<file path="src/rtl/prog_ctr_seq.sv">
// prog_ctr_seq: program-counter sequencer for the accumulator core.
// Advances the PC once per cycle. It holds the PC on stall and stops on halt.
// A taken branch goes through a one-bubble jump state, in which the
// registered table index addresses the jump-address ROM.
//
//   state  | meaning
//   -------+-------------------------------------------------------------
//   S_IDLE | waiting for start; PC parked at START
//   S_RUN  | fetching; PC advances unless stalled, halted or branching
//   S_JUMP | bubble; ROM sees jump_idx_o, target loaded on leaving
//   S_DONE | program halted; PC points at the halt instruction
module prog_ctr_seq #(
  parameter int unsigned A     = 4,
  parameter int unsigned W     = 10,
  parameter int unsigned START = 0
) (
  input  logic         clk_i,
  input  logic         rst_i,
  input  logic         start_i,
  input  logic         stall_i,
  input  logic         halt_i,
  input  logic         branch_taken_i,
  input  logic [A-1:0] branch_idx_i,
  input  logic [W-1:0] jump_addr_i,
  output logic [A-1:0] jump_idx_o,
  output logic [W-1:0] prog_ctr_o,
  output logic         inst_valid_o,
  output logic         running_o,
  output logic         done_o,
  output logic [15:0]  cycle_cnt_o
);

  typedef enum logic [1:0] {
    S_IDLE = 2'd0,
    S_RUN  = 2'd1,
    S_JUMP = 2'd2,
    S_DONE = 2'd3
  } state_e;

  localparam logic [W-1:0] START_PC = START[W-1:0];

  state_e       state_q, state_d;
  logic [W-1:0] pc_q, pc_d;
  logic [A-1:0] jidx_q, jidx_d;
  logic [15:0]  cnt_q, cnt_d;
  logic         active;

  assign active = (state_q == S_RUN) || (state_q == S_JUMP);

  // State, PC, jump index and cycle counter registers; async reset to IDLE values.
  always_ff @(posedge clk_i or posedge rst_i) begin
    if (rst_i) begin
      state_q <= S_IDLE;
      pc_q    <= START_PC;
      jidx_q  <= '0;
      cnt_q   <= '0;
    end else begin
      state_q <= state_d;
      pc_q    <= pc_d;
      jidx_q  <= jidx_d;
      cnt_q   <= cnt_d;
    end
  end

  // Next-state, PC and counter update; every register holds by default.
  always_comb begin
    state_d = state_q;
    pc_d    = pc_q;
    jidx_d  = jidx_q;
    cnt_d   = cnt_q;

    // The counter runs even while stalled and sticks at all-ones.
    if (active && (cnt_q != 16'hFFFF)) begin
      cnt_d = cnt_q + 16'd1;
    end

    unique case (state_q)
      S_IDLE, S_DONE: begin
        if (start_i) begin
          state_d = S_RUN;
          pc_d    = START_PC;
          cnt_d   = '0;
        end
      end
      S_RUN: begin
        if (stall_i) begin
          state_d = S_RUN;
        end else if (halt_i) begin
          // Halt outranks a same-cycle branch, so the index stays untouched.
          state_d = S_DONE;
        end else if (branch_taken_i) begin
          jidx_d  = branch_idx_i;
          state_d = S_JUMP;
        end else begin
          pc_d = pc_q + {{(W-1){1'b0}}, 1'b1};
        end
      end
      S_JUMP: begin
        if (!stall_i) begin
          pc_d    = jump_addr_i;
          state_d = S_RUN;
        end
      end
      default: begin
        state_d = S_IDLE;
      end
    endcase
  end

  assign jump_idx_o   = jidx_q;
  assign prog_ctr_o   = pc_q;
  assign cycle_cnt_o  = cnt_q;
  assign running_o    = active;
  assign done_o       = (state_q == S_DONE);
  // Only combinational input-to-output path: a stall masks the valid strobe.
  assign inst_valid_o = (state_q == S_RUN) && !stall_i;

endmodule

</file>
<file path="config.mk">
export PLATFORM = sky130hd
export DESIGN_NAME = prog_ctr_seq
export DESIGN_NICKNAME = d
export VERILOG_FILES = /design/src/rtl/prog_ctr_seq.sv
export SDC_FILE = /design/constraint.sdc
export NUM_CORES = 1
export LEC_CHECK = 0
export CAP_MARGIN = 20
export CORE_MARGIN = 2
export CORE_UTILIZATION = 43
export DETAILED_ROUTE_END_ITERATION = 16
export PLACE_DENSITY = 0.76
export SLEW_MARGIN = 10
export SYNTH_ARGS = -nofsm -noshare
export SYNTH_HDL_FRONTEND = slang
export SYNTH_SLANG_ARGS = --single-unit
</file>
<file path="constraint.sdc">
create_clock -name clk_i -period 1.7 [get_ports clk_i]
set_input_delay 0.425 -clock clk_i [delete_from_list [all_inputs] [get_ports clk_i]]
set_output_delay 0.425 -clock clk_i [all_outputs]
set_load 0.01 [all_outputs]
</file>
==> results of run 1 <==
## final timing paths
path | from | cells after the start | endpoint
setup reg to reg | state_q[1] | 6 | cycle_cnt_o[8]
max in group asynchronous | rst_i | 3 | cycle_cnt_o[15]
hold / removal | rst_i | 3 | prog_ctr_o[9]
setup / recovery | state_q[1] | 6 | cycle_cnt_o[8]
hold reg to reg | cycle_cnt_o[6] | 1 | cycle_cnt_o[6]
min in group clk_i | cycle_cnt_o[6] | 1 | cycle_cnt_o[6]
## placed cells by master (no fill, tap or decap), types with 5 or more instances in the layout
| master | synthesis | routed |
|---|---|---|
| sky130_fd_sc_hd__nor2_1 | 12 | 10 |
| sky130_fd_sc_hd__dfrtp_1 | 32 | 20 |
| sky130_fd_sc_hd__dlymetal6s2s_1 | 0 | 8 |
| sky130_fd_sc_hd__nand2_1 | 21 | 19 |
| sky130_fd_sc_hd__o21ai_1 | 1 | 5 |
| sky130_fd_sc_hd__a21oi_1 | 10 | 7 |
| sky130_fd_sc_hd__buf_6 | 1 | 9 |
| sky130_fd_sc_hd__buf_4 | 0 | 51 |
| sky130_fd_sc_hd__clkbuf_8 | 0 | 5 |
| sky130_fd_sc_hd__o21ai_0 | 13 | 8 |
| sky130_fd_sc_hd__o31ai_1 | 9 | 6 |
| sky130_fd_sc_hd__and3_1 | 10 | 9 |
| sky130_fd_sc_hd__dfrtp_2 | 0 | 12 |
| sky130_fd_sc_hd__inv_1 | 9 | 5 |
| sky130_fd_sc_hd__nand3_1 | 9 | 8 |
| sky130_fd_sc_hd__clkdlybuf4s50_1 | 0 | 38 |
## worst max-delay path, stage by stage, from the launching register on
cell and delay (ns):
sky130_fd_sc_hd__dfrtp_1 0.44, sky130_fd_sc_hd__ha_4 0.27, sky130_fd_sc_hd__buf_6 0.13, sky130_fd_sc_hd__and4b_1 0.28
sky130_fd_sc_hd__nand2_2 0.08, sky130_fd_sc_hd__or4_4 0.42, sky130_fd_sc_hd__a21oi_2 0.13
## timing repair
item,4_1_cts,5_1_grt
buffers inserted,16,17
gates resized for setup,32,61
endpoints found under the setup margin,32,34
endpoints found under the hold margin,0,0
pin swaps,6,8
## per-layer routing
metal / part of all wire (%) / global-route usage, % / vias up / wire [um]
met4: 2.2 / 9.01 / 0 / 131
li1: - / - / 984 / -
met3: 6.5 / 6.27 / 12 / 389
met2: 49 / 37.9 / 100 / 2960
met5: 0 / 0 / - / 0
met1: 42 / 28.9 / 1005 / 2540
## registers in the layout, indices dropped and copies added, names as in the netlist
name	cells
cycle_cnt_o	16
state_q	2
prog_ctr_o	10
jump_idx_o	4
## stage by stage
step | cells | power, mW
floorplan | 201 | 2.16
global placement | 324 | 3.11
detailed placement | 324 | 3.15
CTS | 348 | 4.04
global route | 365 | 4.75
finish | 365 | 4.45
## power by group through the flow
stage	clock (mW)	combinational (mW)	sequential (mW)
global route	0.787	2.77	1.19
finish	0.733	2.55	1.16
global placement	0	1.92	1.19
detailed placement	0	1.95	1.19
floorplan	0	0.915	1.25
CTS	0.739	2.14	1.16
## area by class of cell
class                           count  area [um^2]  area share, %
Timing Repair Buffer              111         1020           31.2
Inverter                            9         36.3           1.11
Sequential cell                    32          816           25.0
Clock buffer                        6         72.6           2.23
Tap cell                           52         65.1           2.00
Clock inverter                      2         35.0           1.08
Multi-Input combinational cell    153         1220           37.4
## cell families after synthesis
logic type,after synthesis,synth area share (%)
DFF,32,42.0
adders and majority gates,5,3.28
muxes,5,2.89
and+or+nand+nor,82,26.3
buffers and inverters,16,3.55
AOI/OAI and AO/OA,59,21.0
xor gates and xnor gates,2,0.919
==> metrics, run 1 <==
data required time at the worst endpoint=1.92 ns; count of maximum capacitance violations=0; global-route wire length before repair=9030 um; max-slew violation count=0; total of hold buffers inserted after clock tree synthesis=0; fraction of power consumed by combinational cells=57.3%; Sw Ratio=37.0%; Post-layout nets=337; result of the run=complete, but fails checks; synth unique cells=45; initial antenna violation count=0; Die Y=70.6 um; top cell type's share of synthesized area=42.0%; count of state elements after synthesis=32; Yosys warning total=0; Buffers on Ports=52; most frequently used flop master after synthesis=sky130_fd_sc_hd__dfrtp_1; global-route total usage across every layer=23.0%; # setup viols final=6; residual overflow from global routing=0; detailed-route vias per instance=5.76; cell chosen for the clock root=sky130_fd_sc_hd__clkbuf_8; clock latency on the worst-skew pair=0.29 ns; post-route standard cell area excluding fillers=3260 um^2; fill cell count=277; Setup crit start kind=flip-flop; clock buffer count from CTS=5; crit path max fanout=5; initial core utilization=44.1%; number of global-route vias before repair=1894; Core Footprint=4320 um^2; combined area of all synthesized cells=1910 um^2; number of vias in the routed layout=2101; clk sinks=32; IO Count=53; antenna diode count=0; Final Hold Violating Endpoints=0; share of cells above drive strength 1=39.3%; H-Tree Depth=2; Bufs on Longest Clock Path=2; clock tree from TritonCTS=built; number of synthesized flops with an enable pin=0; Async S/R FF share, synth=100%; Period minus WS final=1.81 ns; gate count after technology mapping=201; worst supply voltage drop on vdd=0.000598 V; remaining antenna violation count=0; WHS=0.494 ns; Die ar.=4980 um^2; final weighted congestion of routability-driven global placement=0.840; unrepaired setup endpoints after global routing=yes; post-route worst setup slack=-0.106 ns; maximum number of pins on one net before global-route repair=33; library cell occupying the most area in the post-synthesis netlist=sky130_fd_sc_hd__dfrtp_1; most instantiated cells after synthesis=sky130_fd_sc_hd__dfrtp_1 (32), sky130_fd_sc_hd__nand2_1 (21), sky130_fd_sc_hd__o21ai_0 (13); classification of the worst setup path=reg -> reg; Relative slew margins=78.5%; post-synth net total=226; critical path endpoint category=flip-flop; width of the die=70.6 um; Worst Max-Slew Pin Slew=0.319 ns; internal power=2.80 mW; sequential element share of the synthesized area=42.0%; Final Cycle Share=106%; HPWL after detailed placement=3590 um; power spent charging and discharging nets=1.65 mW; accumulated negative setup slack=-0.325 ns; drt first-iter violations=243; most instantiated library cell after synthesis=sky130_fd_sc_hd__dfrtp_1; area after detailed placement=2680 um^2; violated checks=setup timing; arrival time at the worst endpoint=2.02 ns; row cnt=24; worst-case register-to-register setup slack=-0.11 ns; peak clock frequency supported by timing=554 MHz; worst clock skew=0.00620 ns; routed length per instance=16.5 um; worst-case setup slack after placement=-0.394 ns; DRC violation count after routing=0; mean instance size in the synthesized netlist=9.48 um^2; sequential cell fraction of total power=26.2%; type of the tightest min-delay check=in -> async; Power per Cell Area=1360 nW/um^2; clock network fraction of total power=16.5%; cell types with the largest area share after synthesis=sky130_fd_sc_hd__dfrtp_1 (42%), sky130_fd_sc_hd__nand2_1 (4.1%), sky130_fd_sc_hd__o31ai_1 (3.5%); Pre-Repair DR Iteration Count=5; post-synthesis to final-layout area growth=71.0%; leakage component of the power=1.59 nW; final core utilization=75.3%; clock slew seen by the registers of the worst setup and hold paths=0.07 ns; wire length after detailed routing=6020 um
(Power assumes the default switching activity.)
==> run 2, diff against run 1 <==
TNS_END_PERCENT = 100   (was not set)
==> results of run 2 <==
Final layout, timing and power as in run 1 (identical DEF).
